## src/rtl/tc0480scp_rom_cache_if.sv

```systemverilog
// Bundles the tile-ROM client port and the SDRAM miss port of tc0480scp_rom_cache.
// The master view belongs to the client/SDRAM side; the slave view belongs to the cache.
interface tc0480scp_rom_cache_if;
   logic [20:0] rom_address;
   logic        rom_req;
   logic        rom_ack;
   logic [63:0] rom_data;
   logic        flush;
   logic [26:0] sdr_addr;
   logic        sdr_req;
   logic        sdr_ack;
   logic [63:0] sdr_data;

   modport master (
      output rom_address, rom_req, flush, sdr_ack, sdr_data,
      input  rom_ack, rom_data, sdr_addr, sdr_req
   );

   modport slave (
      input  rom_address, rom_req, flush, sdr_ack, sdr_data,
      output rom_ack, rom_data, sdr_addr, sdr_req
   );
endinterface

```

## src/rtl/tc0480scp_rom_cache.sv

```systemverilog
// Small fully-associative 64-bit word cache in front of the TC0480SCP tile ROM port.
// Defining TC0480SCP_ROM_CACHE_STATS_EN adds the saturating hit_count/miss_count outputs.
//
// state        | meaning
// IDLE         | waiting for a pending client request; hits are answered from here
// MISS_ISSUE   | drive the SDRAM address and toggle sdr_req
// MISS_WAIT    | wait for sdr_ack == sdr_req, then fill the entry and answer the client
module tc0480scp_rom_cache #(
   parameter int          ENTRIES  = 4,
   parameter logic [26:0] ROM_BASE = 27'h0
) (
   input  logic clk,
   input  logic reset,
   tc0480scp_rom_cache_if.slave bus
`ifdef TC0480SCP_ROM_CACHE_STATS_EN
   ,
   output logic [15:0] hit_count,
   output logic [15:0] miss_count
`endif
);
   localparam int PW = $clog2(ENTRIES);

   localparam logic [1:0] S_IDLE       = 2'd0;
   localparam logic [1:0] S_MISS_ISSUE = 2'd1;
   localparam logic [1:0] S_MISS_WAIT  = 2'd2;

   logic [1:0]         state;
   logic [ENTRIES-1:0] valid;
   logic [20:0]        tag_mem  [ENTRIES];
   logic [63:0]        data_mem [ENTRIES];
   logic [PW-1:0]      ptr;
   logic [20:0]        req_addr;
   logic               flush_pend;
   logic               rom_ack_q;
   logic [63:0]        rom_data_q;
   logic               sdr_req_q;
   logic [26:0]        sdr_addr_q;

   logic          pending;
   logic          hit;
   logic [PW-1:0] hit_idx;
   logic          fill;

   assign bus.rom_ack  = rom_ack_q;
   assign bus.rom_data = rom_data_q;
   assign bus.sdr_req  = sdr_req_q;
   assign bus.sdr_addr = sdr_addr_q;

   assign pending = (state == S_IDLE) && (bus.rom_req != rom_ack_q);
   assign fill    = (state == S_MISS_WAIT) && (bus.sdr_ack == sdr_req_q);

   always_comb begin
      hit     = 1'b0;
      hit_idx = '0;
      for (int i = 0; i < ENTRIES; i++) begin
         if (valid[i] && tag_mem[i] == bus.rom_address) begin
            hit     = 1'b1;
            hit_idx = i[PW-1:0];
         end
      end
   end

   always_ff @(posedge clk or posedge reset) begin
      if (reset) begin
         state      <= S_IDLE;
         valid      <= '0;
         ptr        <= '0;
         req_addr   <= '0;
         flush_pend <= 1'b0;
         rom_ack_q  <= 1'b0;
         rom_data_q <= '0;
         sdr_req_q  <= 1'b0;
         sdr_addr_q <= '0;
      end else begin
         case (state)
            S_IDLE: begin
               if (pending) begin
                  req_addr <= bus.rom_address;
                  if (hit) begin
                     rom_data_q <= data_mem[hit_idx];
                     rom_ack_q  <= bus.rom_req;
                  end else begin
                     state <= S_MISS_ISSUE;
                  end
               end
            end
            S_MISS_ISSUE: begin
               sdr_addr_q <= ROM_BASE + {req_addr, 3'b000};
               sdr_req_q  <= ~sdr_req_q;
               state      <= S_MISS_WAIT;
            end
            S_MISS_WAIT: begin
               if (fill) begin
                  // a flush seen at any point of the miss leaves the new entry invalid
                  valid[ptr] <= ~(bus.flush | flush_pend);
                  rom_data_q <= bus.sdr_data;
                  rom_ack_q  <= bus.rom_req;
                  ptr        <= ptr + 1'b1;
                  state      <= S_IDLE;
               end
            end
            default: state <= S_IDLE;
         endcase

         if (bus.flush)
            valid <= '0;

         if (state == S_IDLE)
            flush_pend <= 1'b0;
         else if (bus.flush)
            flush_pend <= 1'b1;
      end
   end

   always_ff @(posedge clk) begin
      if (fill) begin
         tag_mem[ptr]  <= req_addr;
         data_mem[ptr] <= bus.sdr_data;
      end
   end

`ifdef TC0480SCP_ROM_CACHE_STATS_EN
   always_ff @(posedge clk or posedge reset) begin
      if (reset) begin
         hit_count  <= '0;
         miss_count <= '0;
      end else if (bus.flush) begin
         hit_count  <= '0;
         miss_count <= '0;
      end else if (pending) begin
         if (hit) begin
            if (hit_count != 16'hFFFF) hit_count <= hit_count + 16'd1;
         end else begin
            if (miss_count != 16'hFFFF) miss_count <= miss_count + 16'd1;
         end
      end
   end
`endif
endmodule

```

## src/flat_wrapper.sv

```systemverilog
// flat-port wrapper written by rule: the top's interface ports become plain ports
module tc0480scp_rom_cache_flat 
#(
   parameter int          ENTRIES  = 4,
   parameter logic [26:0] ROM_BASE = 27'h0
)
  (clk, reset, bus_rom_address, bus_rom_req, bus_flush, bus_sdr_ack, bus_sdr_data, bus_rom_ack, bus_rom_data, bus_sdr_addr, bus_sdr_req);
  tc0480scp_rom_cache_if bus_i ();
  input  logic clk;
  input  logic reset;
  input wire logic [$bits(bus_i.rom_address)-1:0] bus_rom_address;
  input wire logic [$bits(bus_i.rom_req)-1:0] bus_rom_req;
  input wire logic [$bits(bus_i.flush)-1:0] bus_flush;
  input wire logic [$bits(bus_i.sdr_ack)-1:0] bus_sdr_ack;
  input wire logic [$bits(bus_i.sdr_data)-1:0] bus_sdr_data;
  output wire logic [$bits(bus_i.rom_ack)-1:0] bus_rom_ack;
  output wire logic [$bits(bus_i.rom_data)-1:0] bus_rom_data;
  output wire logic [$bits(bus_i.sdr_addr)-1:0] bus_sdr_addr;
  output wire logic [$bits(bus_i.sdr_req)-1:0] bus_sdr_req;
  assign bus_i.rom_address = bus_rom_address;
  assign bus_i.rom_req = bus_rom_req;
  assign bus_i.flush = bus_flush;
  assign bus_i.sdr_ack = bus_sdr_ack;
  assign bus_i.sdr_data = bus_sdr_data;
  assign bus_rom_ack = bus_i.rom_ack;
  assign bus_rom_data = bus_i.rom_data;
  assign bus_sdr_addr = bus_i.sdr_addr;
  assign bus_sdr_req = bus_i.sdr_req;
  tc0480scp_rom_cache #(.ENTRIES(ENTRIES), .ROM_BASE(ROM_BASE)) u_core (.clk(clk), .reset(reset), .bus(bus_i));
endmodule
```

## config.mk

```make
export PLATFORM = sky130hd
export DESIGN_NAME = tc0480scp_rom_cache_flat
export DESIGN_NICKNAME = d
export VERILOG_FILES = /design/src/rtl/tc0480scp_rom_cache_if.sv /design/src/rtl/tc0480scp_rom_cache.sv /design/src/flat_wrapper.sv
export SDC_FILE = /design/constraint.sdc
export NUM_CORES = 1
export LEC_CHECK = 0
export ABC_AREA = 1
export ABC_CLOCK_PERIOD_IN_PS = 8500
export CORE_ASPECT_RATIO = 1.2
export CORE_MARGIN = 5
export CORE_UTILIZATION = 50
export CTS_CLUSTER_SIZE = 28
export DETAILED_ROUTE_END_ITERATION = 10
export HOLD_SLACK_MARGIN = 0.1
export PLACE_DENSITY = 0.71
export SKIP_CTS_REPAIR_TIMING = 1
export SKIP_LAST_GASP = 1
export SYNTH_ARGS = -nofsm -noshare
export SYNTH_HDL_FRONTEND = slang
export SYNTH_SLANG_ARGS = --single-unit
```

## constraint.sdc

```tcl
create_clock -name clk -period 8.5 [get_ports clk]
set_input_delay 1.275 -clock clk [delete_from_list [all_inputs] [get_ports clk]]
set_output_delay 1.275 -clock clk [all_outputs]
set_load 0.005 [all_outputs]
```

## Word-level counts from Yosys, hierarchy flattened

Memories as Yosys holds them, arrays and structs flattened.
Cells that the tools add are included.

| operators by class | value |
|---|---|
| equality and inequality tests | 12 |
| reduce and logical (&&, ||, !) cells | 17 |
| div/mod/pow operators | 0 |
| shifts and indexed selects | 0 |
| bitwise gates (word level) | 3 |
| $mul | 0 |
| $add $sub $neg | 1 |
| muxes and demuxes | 29 |
| magnitude comparators | 2 |

Operators with widths:

| cell | count |
|---|---|
| two-way mux 64 bit | 3 |
| one-hot mux 64 bit (2 select lines) | 1 |
| == test 21 bit | 4 |
| two-way mux 1 bit | 13 |
| two-way mux 4 bit | 3 |
| two-way mux 2 bit | 5 |
| nonzero test 2 bit | 4 |
| logical AND 1 bit | 7 |
| != test 2 x 1 -> 1 bit, second input constant | 3 |
| one-hot mux 2 bit (3 select lines) | 1 |
| AND reduction 2 bit | 3 |
| bitwise mux 4 bit | 1 |
| AND reduction 4 bit | 1 |
| less-than comparator 2 x 3 -> 1 bit, second input constant | 1 |
| AND reduction 3 bit | 1 |
| adder 2 x 1 -> 2 bit, second input constant | 1 |
| demux 1 bit (select 2 bit) | 1 |
| == test 2 x 1 -> 1 bit, second input constant | 1 |
| == test 2 bit, second input constant | 1 |
| greater-or-equal comparator 2 x 1 -> 1 bit, second input constant | 1 |
| logical NOT 2 bit | 1 |
| != test 2 bit, second input constant | 1 |
| inverter 1 bit | 2 |
| one-hot mux 1 bit (2 select lines) | 1 |
| other kinds (3) | 3 |

| word-level totals | value |
|---|---|
| output and inout port bits | 93 |
| bits in writable memories | 340 |
| logic and storage cells | 75 |
| memories | 2 |
| input port bits | 90 |
| flip-flop bits (word level) | 117 |
| ROM bits | 0 |
| bits in latches | 0 |

Memory list:

| memory | words | bits a word | read ports | clocked after memory_dff | write ports | line | source |
|---|---|---|---|---|---|---|---|
| u_core.data_mem | 4 | 64 | 1 | 0 | 1 | tc0480scp_rom_cache.sv:30 | `logic [63:0] data_mem [ENTRIES];` |
| u_core.tag_mem | 4 | 21 | 4 | 0 | 1 | tc0480scp_rom_cache.sv:29 | `logic [20:0] tag_mem [ENTRIES];` |

## Logic depth before layout (Yosys ltp)

An unclocked memory read counts as a cell.

| logic depth | value |
|---|---|
| depth after elaboration | 10 |
| mapped depth | 16 |
| depth with buffers taken out | 15 |

## Least setup slack after synthesis

Ideal clock, no wire load.

| timing | value |
|---|---|
| path type | input -> register |
| from | in bus_sdr_ack |
| to | mem u_core.data_mem[0][0] (enable) |
| data arrival time | 5.352 ns |
| data required time | 7.968 ns |
| slack | 2.617 ns |
| stages on the path | 4 |
| library setup time | 0.532 ns |
| buffers on the path | 0 |
| path through | xor2_1 -> nor2_1 -> inv_1 -> nor2_1 |

| between the ends | value |
|---|---|
| cells in the longest elaborated chain, start to end | 4 |

Ends and longest elaborated chain:

| element | line | source |
|---|---|---|
| start: declaration | flat_wrapper.sv:14 | `input wire logic [$bits(bus_i.sdr_ack)-1:0] bus_sdr_ack;` |
| == test 1 bit | tc0480scp_rom_cache.sv:50 | `assign fill = (state == S_MISS_WAIT) && (bus.sdr_ack == sdr_req_q);` |
| logical AND 1 bit | tc0480scp_rom_cache.sv:50 |  |
| two-way mux 1 bit | tc0480scp_rom_cache.sv:116 | `if (fill) begin` |
| two-way mux 1 bit (implied by the code) | tc0480scp_rom_cache.sv:118 | `data_mem[ptr] <= bus.sdr_data;` |
| end: declaration | tc0480scp_rom_cache.sv:30 |  |

Every way passes these cells.

## Worst setup path after layout

| timing | value |
|---|---|
| from | in bus_rom_address[8] |
| to | reg u_core.rom_data_q[17] (netlist: u_core.bus.rom_data[17]) |

| between the ends | value |
|---|---|
| cells in the longest elaborated chain, start to end | 9 |
| elaborated cells on any way between the ends | 21 |
| classes of those cells | eq/ne: 5; mux: 10; reduce/logical: 5; memory: 1 |

Ends and longest elaborated chain:

| element | line | source |
|---|---|---|
| start: declaration | flat_wrapper.sv:11 | `input wire logic [$bits(bus_i.rom_address)-1:0] bus_rom_address;` |
| == test 21 bit | tc0480scp_rom_cache.sv:56 | `if (valid[i] && tag_mem[i] == bus.rom_address) begin` |
| logical AND 1 bit | tc0480scp_rom_cache.sv:56 |  |
| two-way mux 1 bit | tc0480scp_rom_cache.sv:56 |  |
| two-way mux 2 bit (2 in series) | tc0480scp_rom_cache.sv:56 |  |
| memory (4 x 64 bit) | - |  |
| two-way mux 64 bit | tc0480scp_rom_cache.sv:79 | `if (hit) begin` |
| two-way mux 64 bit | tc0480scp_rom_cache.sv:77 | `if (pending) begin` |
| one-hot mux 64 bit (2 select lines) | tc0480scp_rom_cache.sv:75 | `case (state)` |
| end signal: assignment | tc0480scp_rom_cache.sv:80 | `rom_data_q <= data_mem[hit_idx];` |
| end signal: assignment | tc0480scp_rom_cache.sv:96 | `rom_data_q <= bus.sdr_data;` |
| end: declaration | tc0480scp_rom_cache.sv:35 | `logic [63:0] rom_data_q;` |

Parallel ways exist; a longest one is shown, timed or not. The select of a mux whose other input is x is not followed.
A chain may end at the register's enable or synchronous reset.

==> metrics.log <==
[metrics] per-instance average area after synthesis: 9.08 um2
[metrics] Internal Dissipation: 4.70 mW
[metrics] setup violation total in the final timing report: 0
[metrics] number of synthesis warnings: 0
[metrics] post-route clock skew: 28.4 ps
[metrics] part of the power in registers: 47.7%
[metrics] fillers: 3436
[metrics] area of all sequential standard cells: 0.0131 mm2
[metrics] Final GP Congestion: 0.874
[metrics] number of slew-limit violations in the final report: 0
[metrics] list of most frequent post-synthesis cells: sky130_fd_sc_hd__nand2_1, sky130_fd_sc_hd__inv_1, sky130_fd_sc_hd__edfxtp_1
[metrics] share of the clock period used by the worst path: 56.2%
[metrics] width of the chip: 197 um
[metrics] transition at the pin with the smallest max-transition slack: 1210 ps
[metrics] fraction of synthesis flops using an asynchronous set or reset pin: 25.6%
[metrics] clock sink count: 457
[metrics] result of the run: finished, final reports clean
[metrics] Cell Count, Final, Fillers Out: 3036
[metrics] fraction of final layout cells sized beyond drive strength 1: 5.59%
[metrics] startpoint types: input pin
[metrics] Logic pwr share: 22.6%
[metrics] global-route total usage across every layer: 22.2%
[metrics] P_leak: 11.8 nW
[metrics] number of global-route vias before repair: 15100
[metrics] net load switching power: 1.92 mW
[metrics] cell taking the most area after synthesis: sky130_fd_sc_hd__edfxtp_1
[metrics] Pre-antenna DRT Iters: 6
[metrics] post-route worst setup slack: 3730 ps
[metrics] Max Buffers Root-to-Sink: 3
[metrics] Cells after Synth: 2306
[metrics] buffer cell driving the clock tree root: sky130_fd_sc_hd__clkbuf_16
[metrics] top fanout value on the critical path: 90
[metrics] total global routing overflow: 0
[metrics] antenna violations before repair: 4
[metrics] top achievable clock speed: 209 MHz
[metrics] worst endpoint data arrival time: 5250 ps
[metrics] starting density of the core: 50.4%
[metrics] HPWL after detailed placement: 30500 um
[metrics] sequential-to-total area share from yosys stat: 62.7%
[metrics] clock latency on the worst-skew pair: 570 ps
[metrics] Switching Fraction: 29.0%
[metrics] Tmin final: 4770 ps
[metrics] Seq cells post-synth: 457
[metrics] count of input and output buffers: 176
[metrics] number of different library cells in the post-synthesis netlist: 27
[metrics] DR iter-0 viols: 1198
[metrics] Clk pwr share: 29.7%
[metrics] overall die area: 0.0461 mm2
[metrics] core outline area: 0.0416 mm2
[metrics] total standard cell area after synthesis: 0.0209 mm2
[metrics] drt wl/cell: 17.1 um
[metrics] DRC violations left: 0
[metrics] number of enable flip-flop cells after synthesis: 340
[metrics] clock buffers created by TritonCTS: 46
[metrics] wire length of the first global-routing pass: 81200 um
[metrics] area taken by multi-input logic gates: 0.00561 mm2
[metrics] setup repair after global routing missed its margin: no
[metrics] overall die height: 234 um
[metrics] Crit path required time: 8980 ps
[metrics] portion of synthesized cell area occupied by the leading cell type: 48.8%
[metrics] drt total wl: 52000 um
[metrics] Clock transition at path regs: 60 ps
[metrics] most common cell in the synthesized netlist: sky130_fd_sc_hd__nand2_1
[metrics] vias per inst: 5.02
[metrics] boundary pin count: 183
[metrics] detailed-route via count: 15200
[metrics] worst voltage drop across the vdd grid: 221 uV
[metrics] Area growth syn-to-layout: 17.3%
[metrics] hold violation total from the final report: 0
[metrics] pre-CTS worst setup slack: 3260 ps
[metrics] critical path start-end classification: input pin to register
[metrics] type of element capturing the critical path: register
[metrics] Net count, final: 2544
[metrics] top cells by area in the synthesized netlist: sky130_fd_sc_hd__edfxtp_1, sky130_fd_sc_hd__dfrtp_1, sky130_fd_sc_hd__nand2_1
[metrics] total placed cells including tap cells: 2948
[metrics] number of H-tree levels: 2
[metrics] TritonCTS clock tree: yes
[metrics] maximum number of pins on one net before global-route repair: 102
[metrics] floorplan row count: 82
[metrics] antenna violation net count after detailed routing: 0
[metrics] maxcap violations: 0
[metrics] worst hold path type: register to register
[metrics] Max transition margin: 19.4%
[metrics] Post-synth top flop: sky130_fd_sc_hd__edfxtp_1
[metrics] total power divided by cell area: 270 mW/mm2
[metrics] setup TNS: 0 ps
## state kept, by name, indices dropped and copies added, names as in the netlist
signal	count
u_core.data_mem	256
u_core.tag_mem	84
u_core.bus.rom_data	64
u_core.bus.sdr_addr	21
u_core.req_addr	21
u_core.valid	4
u_core.ptr	2
u_core.state	2
u_core.bus.rom_ack	1
u_core.bus.sdr_req	1
u_core.flush_pend	1
## power by group through the flow
| stage | registers (mW) | clock network [mW] | logic (mW) |
|---|---|---|---|
| after floorplan | 3.15 | 0 | 0.784 |
| after global placement | 3.19 | 0 | 1.49 |
| after detailed placement | 3.20 | 0 | 1.51 |
| after CTS | 3.16 | 2.01 | 1.53 |
| after global routing | 3.21 | 2.11 | 1.68 |
| final | 3.16 | 1.97 | 1.50 |
## placed cells by master (no fill, tap or decap), types with 46 or more instances in the layout
master                            count
sky130_fd_sc_hd__edfxtp_1           340
sky130_fd_sc_hd__inv_1              447
sky130_fd_sc_hd__nand3_1            133
sky130_fd_sc_hd__clkdlybuf4s50_1    176
sky130_fd_sc_hd__nand4_1             64
sky130_fd_sc_hd__nor2_1             246
sky130_fd_sc_hd__nand2_1            724
sky130_fd_sc_hd__clkbuf_16           47
sky130_fd_sc_hd__dfrtp_1            117
sky130_fd_sc_hd__o21ai_0             46
## final cells by class
| type | instances | area share [%] |
|---|---|---|
| antenna | 3 | 0.0306 |
| clock buffer | 67 | 5.30 |
| inverter | 467 | 7.17 |
| multi-input combinational | 1285 | 22.8 |
| timing repair buffer | 193 | 7.69 |
| sequential | 457 | 53.5 |
| tap | 546 | 2.78 |
| clock inverter | 18 | 0.673 |
## through the flow
step	instance area (um2)	util (%)	hold WS [ps]	power, mW
after global routing	24500	59.1	503	6.99
after detailed placement	23100	55.5	464	4.72
after CTS	24500	59.1	482	6.70
final	24600	59.1	477	6.62
after floorplan	21000	-	472	3.93
after global placement	23100	55.5	464	4.68
## final timing paths
kind,startpoint,end,slack [ps],cells past startpoint
max in group asynchronous,reset,u_core.bus.rom_data[37]$_DFFE_PP0P_,5990,3
max,bus_rom_address[8],u_core.bus.rom_data[17]$_DFFE_PP0P_,3730,16
min reg2reg,u_core.bus.rom_data[7]$_DFFE_PP0P_,u_core.bus.rom_data[7]$_DFFE_PP0P_,480,2
max reg2reg,u_core.tag_mem[1][9]$_DFFE_PP_,u_core.bus.rom_data[17]$_DFFE_PP0P_,4770,13
min,u_core.bus.rom_data[7]$_DFFE_PP0P_,u_core.bus.rom_data[7]$_DFFE_PP0P_,480,2
min in group asynchronous,reset,u_core.bus.rom_data[8]$_DFFE_PP0P_,1170,2
## cells by family (layout without fill, tap and decap cells)
| group | after synthesis | in the layout | synth area share, % |
|---|---|---|---|
| simple gates | 1181 | 1181 | 22.8 |
| fa+ha+maj | 4 | 4 | 0.239 |
| xor+xnor | 14 | 14 | 0.586 |
| buf+inv | 569 | 745 | 11.0 |
| compound gates | 59 | 59 | 1.49 |
| flops | 457 | 457 | 62.7 |
| mux | 21 | 21 | 1.13 |
| other cells | 1 | 9 | 0.0179 |
## routing by layer
layer / routed length [um] / global-route usage (%) / vias to the layer above
li1: - / - / 7410
met1: 20900 / 28.3 / 7200
met2: 26000 / 38.3 / 505
met3: 3480 / 4.30 / 112
met4: 1580 / 7.52 / 6
met5: 29 / 0 / -
## worst max-delay path, cell delays in order
cell and delay (ps):
sky130_fd_sc_hd__clkdlybuf4s50_1 610, sky130_fd_sc_hd__inv_2 100, sky130_fd_sc_hd__nand2_1 70, sky130_fd_sc_hd__nand2_1 100
sky130_fd_sc_hd__nor2_1 230, sky130_fd_sc_hd__nand2_1 70, sky130_fd_sc_hd__nor2_1 240, sky130_fd_sc_hd__nand3_4 790
sky130_fd_sc_hd__nand2_1 250, sky130_fd_sc_hd__nor2_1 90, sky130_fd_sc_hd__nand2_2 100, sky130_fd_sc_hd__nand2_4 270
sky130_fd_sc_hd__buf_4 540, sky130_fd_sc_hd__nor2_1 200, sky130_fd_sc_hd__nand2_1 100, sky130_fd_sc_hd__nand2_1 70
No activity file was read; power rests on OpenSTA's default activity.
